`src/rtl/fifo_interleave_n.sv`:
```
// fifo_interleave_n: NBANKS round-robin FIFO banks behind one enq/deq port pair.
// Enqueues and dequeues rotate through the banks in the same order, so the
// global FIFO order is preserved while each bank only sees every NBANKS-th item.
module fifo_interleave_n #(
  parameter  int unsigned WIDTH  = 704,
  parameter  int unsigned NBANKS = 2,
  parameter  int unsigned DEPTH  = 1,
  localparam int unsigned CW     = $clog2(NBANKS*DEPTH+1)
) (
  input  logic             CLK,
  input  logic             RST,
  input  logic             enq__ENA,
  input  logic [WIDTH-1:0] enq_v,
  output logic             enq__RDY,
  input  logic             deq__ENA,
  output logic             deq__RDY,
  output logic [WIDTH-1:0] first,
  output logic             first__RDY,
  input  logic             flush,
  output logic [CW-1:0]    count
);

  // Selector / pointer widths; arrays are padded to a power of two so every
  // index expression is exactly as wide as the array it addresses.
  localparam int unsigned SW  = (NBANKS > 1) ? $clog2(NBANKS) : 1;
  localparam int unsigned PW  = (DEPTH > 1) ? $clog2(DEPTH) : 1;
  localparam int unsigned OW  = $clog2(DEPTH+1);
  localparam int unsigned NB2 = 1 << SW;
  localparam int unsigned MD  = 1 << PW;

  logic [WIDTH-1:0] mem  [NB2][MD];
  logic [PW-1:0]    head [NB2];
  logic [PW-1:0]    tail [NB2];
  logic [OW-1:0]    occ  [NB2];
  logic [SW-1:0]    wr_sel;
  logic [SW-1:0]    rd_sel;

  logic enq_fire;
  logic deq_fire;

  // Handshake and head-of-queue view, derived only from registered state.
  assign enq__RDY   = !RST && (occ[wr_sel] != OW'(DEPTH));
  assign deq__RDY   = !RST && (occ[rd_sel] != OW'(0));
  assign first__RDY = deq__RDY;
  assign first      = deq__RDY ? mem[rd_sel][head[rd_sel]] : '0;

  assign enq_fire = enq__ENA && enq__RDY;
  assign deq_fire = deq__ENA && deq__RDY;

  // Payload storage; contents are never cleared, visibility is gated by occupancy.
  always_ff @(posedge CLK) begin
    if (enq_fire && !flush) begin
      mem[wr_sel][tail[wr_sel]] <= enq_v;
    end
  end

  // Bank selectors, per-bank pointers/occupancy and the global count.
  always_ff @(posedge CLK) begin
    if (RST || flush) begin
      wr_sel <= '0;
      rd_sel <= '0;
      count  <= '0;
      for (int b = 0; b < NB2; b++) begin
        head[b] <= '0;
        tail[b] <= '0;
        occ[b]  <= '0;
      end
    end else begin
      if (enq_fire) begin
        tail[wr_sel] <= (tail[wr_sel] == PW'(DEPTH-1)) ? '0 : tail[wr_sel] + PW'(1);
        wr_sel       <= (wr_sel == SW'(NBANKS-1)) ? '0 : wr_sel + SW'(1);
      end
      if (deq_fire) begin
        head[rd_sel] <= (head[rd_sel] == PW'(DEPTH-1)) ? '0 : head[rd_sel] + PW'(1);
        rd_sel       <= (rd_sel == SW'(NBANKS-1)) ? '0 : rd_sel + SW'(1);
      end
      for (int b = 0; b < NB2; b++) begin
        if ((enq_fire && (wr_sel == SW'(b))) && !(deq_fire && (rd_sel == SW'(b)))) begin
          occ[b] <= occ[b] + OW'(1);
        end else if (!(enq_fire && (wr_sel == SW'(b))) && (deq_fire && (rd_sel == SW'(b)))) begin
          occ[b] <= occ[b] - OW'(1);
        end
      end
      if (enq_fire && !deq_fire) begin
        count <= count + CW'(1);
      end else if (!enq_fire && deq_fire) begin
        count <= count - CW'(1);
      end
    end
  end

endmodule
```
`config.mk`:
```
export PLATFORM = sky130hd
export DESIGN_NAME = fifo_interleave_n
export DESIGN_NICKNAME = d
export VERILOG_FILES = /design/src/rtl/fifo_interleave_n.sv
export SDC_FILE = /design/constraint.sdc
export NUM_CORES = 1
export LEC_CHECK = 0
export ABC_AREA = 1
export BUFFER_PORTS_ARGS = -buffer_cell sky130_fd_sc_hd__buf_2
export CAP_MARGIN = 15
export CORE_AREA = 4 4 558 560
export CTS_CLUSTER_SIZE = 30
export DETAILED_ROUTE_END_ITERATION = 7
export DIE_AREA = 0 0 562 564
export SKIP_CTS_REPAIR_TIMING = 1
export SYNTH_ARGS = -nofsm -noshare
export SYNTH_HDL_FRONTEND = slang
export SYNTH_SLANG_ARGS = --single-unit
```
`constraint.sdc`:
```
create_clock -name CLK -period 144.8 [get_ports CLK]
set_input_delay 0 -clock CLK [delete_from_list [all_inputs] [get_ports CLK]]
set_output_delay 0 -clock CLK [all_outputs]
set_load 0.05 [all_outputs]
```
---- Word-level counts from Yosys, hierarchy flattened ----
Memory sizes are Yosys's and may differ from the RTL's. A register that Yosys moved wholly into a read port is not among the register bits.
Cells that the tools add are included.
storage, ports and cells
  register bits after elaboration ......... 4
  memory bits (writable) .................. 2,822
  input port bits ......................... 709
  logic and storage cells ................. 113
  memories ................................ 4
memory list
  name  words  width  rd ports  clocked after Yosys merged registers in  wr ports  RTL line  text
  mem   2      1,408  1         1                                        1         31        logic [WIDTH-1:0] mem [NB2][MD];
  head  2      1      1         1                                        2         32        logic [PW-1:0] head [NB2];
  occ   2      1      4         2                                        2         34        logic [OW-1:0] occ [NB2];
  tail  2      1      1         1                                        2         33        logic [PW-1:0] tail [NB2];
operators by class
  $add $sub $neg .......................... 10
  order comparisons ....................... 3
  multiplexer cells ....................... 56
  bitwise gates (word level) .............. 9
  reduce and logical (&&, ||, !) cells .... 28
operators by type and width
  kind                                                        number
  two-way mux 704 bit                                         5
  two-way mux 1408 bit                                        1
  demux 704 bit (select 1 bit)                                1
  two-way mux 1 bit                                           47
  logical AND 1 bit                                           16
  zero test 1 bit                                             8
  adder 1 bit, second input constant                          6
  >= comparator 2 bit, second input constant                  2
  two-way mux 2 bit                                           2
  NOT 1 -> 2 bit                                              2
  bitwise OR 1 bit                                            4
  NOT 1 bit                                                   3
  adder 2 x 1 -> 2 bit, second input constant                 1
  less-than comparator 2 x 1 -> 1 bit, second input constant  1
  nonzero test 2 bit                                          1
  OR reduction 1 bit                                          2
  subtractor 1 bit, second input constant                     2
  subtractor 2 x 1 -> 2 bit, second input constant            1
  logical OR 1 bit                                            1

---- Longest topological paths before layout ----
  depth after elaboration ................. 11
  depth in mapped cells ................... 11
  depth with buffers taken out ............ 11

---- Worst setup path after synthesis ----
OpenSTA, ideal clock, no wires.
  path kind ............................... reg-to-reg
  from .................................... memory occ[1] (netlist name)
  to ...................................... memory mem[0][1000] (netlist name), enable pin
  setup time .............................. 2.636 ns
  arrival ................................. 47.866 ns
  slack ................................... 94.298 ns
  stages on the path, launching flop included .. 4
  path buffers ............................ 0
  cell sequence ........................... edfxtp_1 > nand2_1 > nand4_1 > nor3_1
RTL lines
  element          RTL line
  start, declared  34
  end, declared    31

==> results.txt <==
Worst vdd ir = 0.00992 mV
Synthesized flop and latch total = 1416
Hold Fails Final Rpt = 0
# setup viols final = 0
Tmin final = 6.50 ns
Clk Latency, worst-skew pair = 0.85 ns
Post-route DRC = 0
Worst Path Arrival = 6.50 ns
Outcome = complete, no violations
CTS Root Cell = clkbuf_16
Port buffer count = 1417
Dpl hpwl = 205 mm
Synth area leaders = edfxtp_1, nand2_1, a21oi_1
CP max stage delay = 0.78 ns
H-tree levels = 4
Die height = 564 um
Critical Path RT = 144.80 ns
P_leak = 32.0 nW
Max frequency = 154 MHz
Vias per inst = 3.96
Worst clock skew = 0.0412 ns
First-pass GRT wire length = 333 mm
Die area = 0.317 sq mm
Largest net degree at the start of global routing = 159
Die X = 562 um
Pwr/cell area = 11.7 mW/mm^2
Site Rows = 203
Share of cells above drive strength 1 = 25.5%
Starting Density = 17.2%
Pre-antenna DRT Iters = 5
Avg Inst Size Synth = 13.8 sq um
Max FO, Critical Path = 93
Core Box Area = 0.306 sq mm
Crit-path cells = inv_8 > nand2_1 > nand2_1 > nand2_4 > buf_4 > buf_4 > buf_4 > buf_4 > buf_4 > a21oi_1 > buf_2
CTS Buf Count = 161
CTS max path bufs = 4
Final Total Pwr = 0.965 mW
Synth unique cells = 17
Seq/Total Area, Yosys = 80.6%
Setup_tns = 0 ns
Fin worst setup slack = 138.30 ns
Critical path endpoint category = primary output
Startpoint types = flip-flop
Drt initial violations = 4001
Setup WS pre-CTS = 138.95 ns
TritonCTS clock tree = yes
Tightest Hold Check Type = in2reg
Placed cell count = 9162
Final GP Congestion = 0.956
Vias in the first global route = 36096
Initial antenna violation count = 192
Mapped cell area = 0.0527 sq mm
Synth Warn # = 0
Post-Syn Instances = 3829
Max-cap viol count = 0
Fin cells = 10827
Post-route ant nets = 0
Area Growth Syn to Fin = 57.1%
Top-count cell post-synth = nand2_1
Yosys top cell by area = edfxtp_1
Top cell type's share of synthesized area = 80.4%
Slowest cell on crit path = buf_4
Worst rel slew slack = 20.1%
Syn_nets = 4543
Gr ovfl total = 0
Nets = 7242
Crit Path Class = reg2out
Top post-synthesis cells by count = nand2_1, edfxtp_1, a21oi_1, buf_2, clkbuf_1
Max-slew violations = 0
Async SR Flop Fraction = 0%
Routed length per instance = 24.8 um
Fillers = 31675
Most used DFF post-synth = edfxtp_1
Routed WL = 268 mm
RSZ-0062 raised after global routing = false
Tcrit/Tclk final = 4.49%
Worst-Margin Slew = 1.20 ns
I/O pin cnt = 1418
Via count = 42911
Sink Count = 1416
Total GRT Usage = 15.5%
Crit path top cell by count = buf_4
Clock-pin slew on the worst setup and hold paths = 0.06 ns
Post-synth EDFFs = 1410
==> routing by layer <==
layer	up-vias	track usage (%)	wire [um]
met5	-	0	548
met4	96	5.37	8830
met3	531	9.56	34800
met2	2231	23.6	121000
met1	20945	17.7	103000
li1	19108	-	-
==> worst paths after layout <==
| check | start | end | slack, ns | depth (start not counted) |
|---|---|---|---|---|
| setup / recovery | flip-flop | first[110] | 138.30 | 11 |
| hold / removal | enq_v[638] | mem[0][1342]$_DFFE_PP_ | 0.01 | 2 |
| setup reg to reg | occ[1]$_DFFE_PP_ | mem[1][814]$_DFFE_PP_ | 138.87 | 11 |
| hold reg to reg | count[0]$_SDFFE_PN0P_ | count[0]$_SDFFE_PN0P_ | 0.53 | 2 |
==> cells by family (layout without fill, tap and decap cells) <==
group / after synthesis / in the layout / share of synthesized area [%]
simple gates: 1447 / 1447 / 10.3
fa+ha+maj: 5 / 5 / 0.119
other cells: 0 / 78 / 0
xor+xnor: 1 / 1 / 0.0166
compound gates: 708 / 708 / 6.73
flops: 1416 / 1416 / 80.6
buf+inv: 252 / 3072 / 2.15
==> sequential cells by signal, summed over array words and instances, names as in the netlist, named ones only <==
| signal | flops |
|---|---|
| count | 2 |
| mem | 1408 |
| occ | 2 |
| rd_sel | 1 |
| wr_sel | 1 |
==> power breakdown <==
part	total, mW	switching (mW)	internal, mW
Combinational	0.0979	0.0603	0.0376
Sequential	0.461	0.00165	0.459
Clock	0.407	0.173	0.234
Total	0.965	0.235	0.730
==> per-stage QoR <==
stage	cell area, sq um	hold slack, ns	utilization, %
floorplan	52700	0.0989	-
global placement	64300	0.187	21.0
detailed placement	64300	0.191	21.0
CTS	69500	-0.772	22.7
global route	82600	-0.00635	27.0
finish	82700	0.0141	27.0
==> layout by cell type (no fill, tap or decap), drive strengths merged, types with 2 or more instances in the layout <==
| master | count |
|---|---|
| a21oi | 707 |
| buf | 1468 |
| bufinv | 15 |
| clkbuf | 184 |
| clkinv | 65 |
| clkinvlp | 7 |
| dfxtp | 6 |
| diode | 78 |
| dlygate4sd3 | 1303 |
| edfxtp | 1410 |
| ha | 5 |
| inv | 30 |
| nand2 | 1428 |
| nand3 | 4 |
| nand4 | 2 |
| nor2 | 11 |
| nor3 | 2 |
==> critical path, delay by kind of cell, from the launching register on <==
| family | cells | cell delay [ns] |
|---|---|---|
| buffers and inverters | 7 | 4.07 |
| AND/OR/NAND/NOR | 3 | 0.62 |
| flip-flops | 1 | 0.49 |
| AO/OA/AOI/OAI | 1 | 0.14 |
==> layout make-up <==
class,instances,area [sq um],area share (%)
clock inverter,100,1060,1.28
sequential,1416,42500,51.3
clock buffer,184,4140,5.00
tap,4100,5130,6.20
antenna,78,195,0.236
timing repair buffer,2771,20600,24.9
inverter,17,71.3,0.0862
multi-input combinational,2161,9080,11.0
Power figures use the tool's default switching activity.
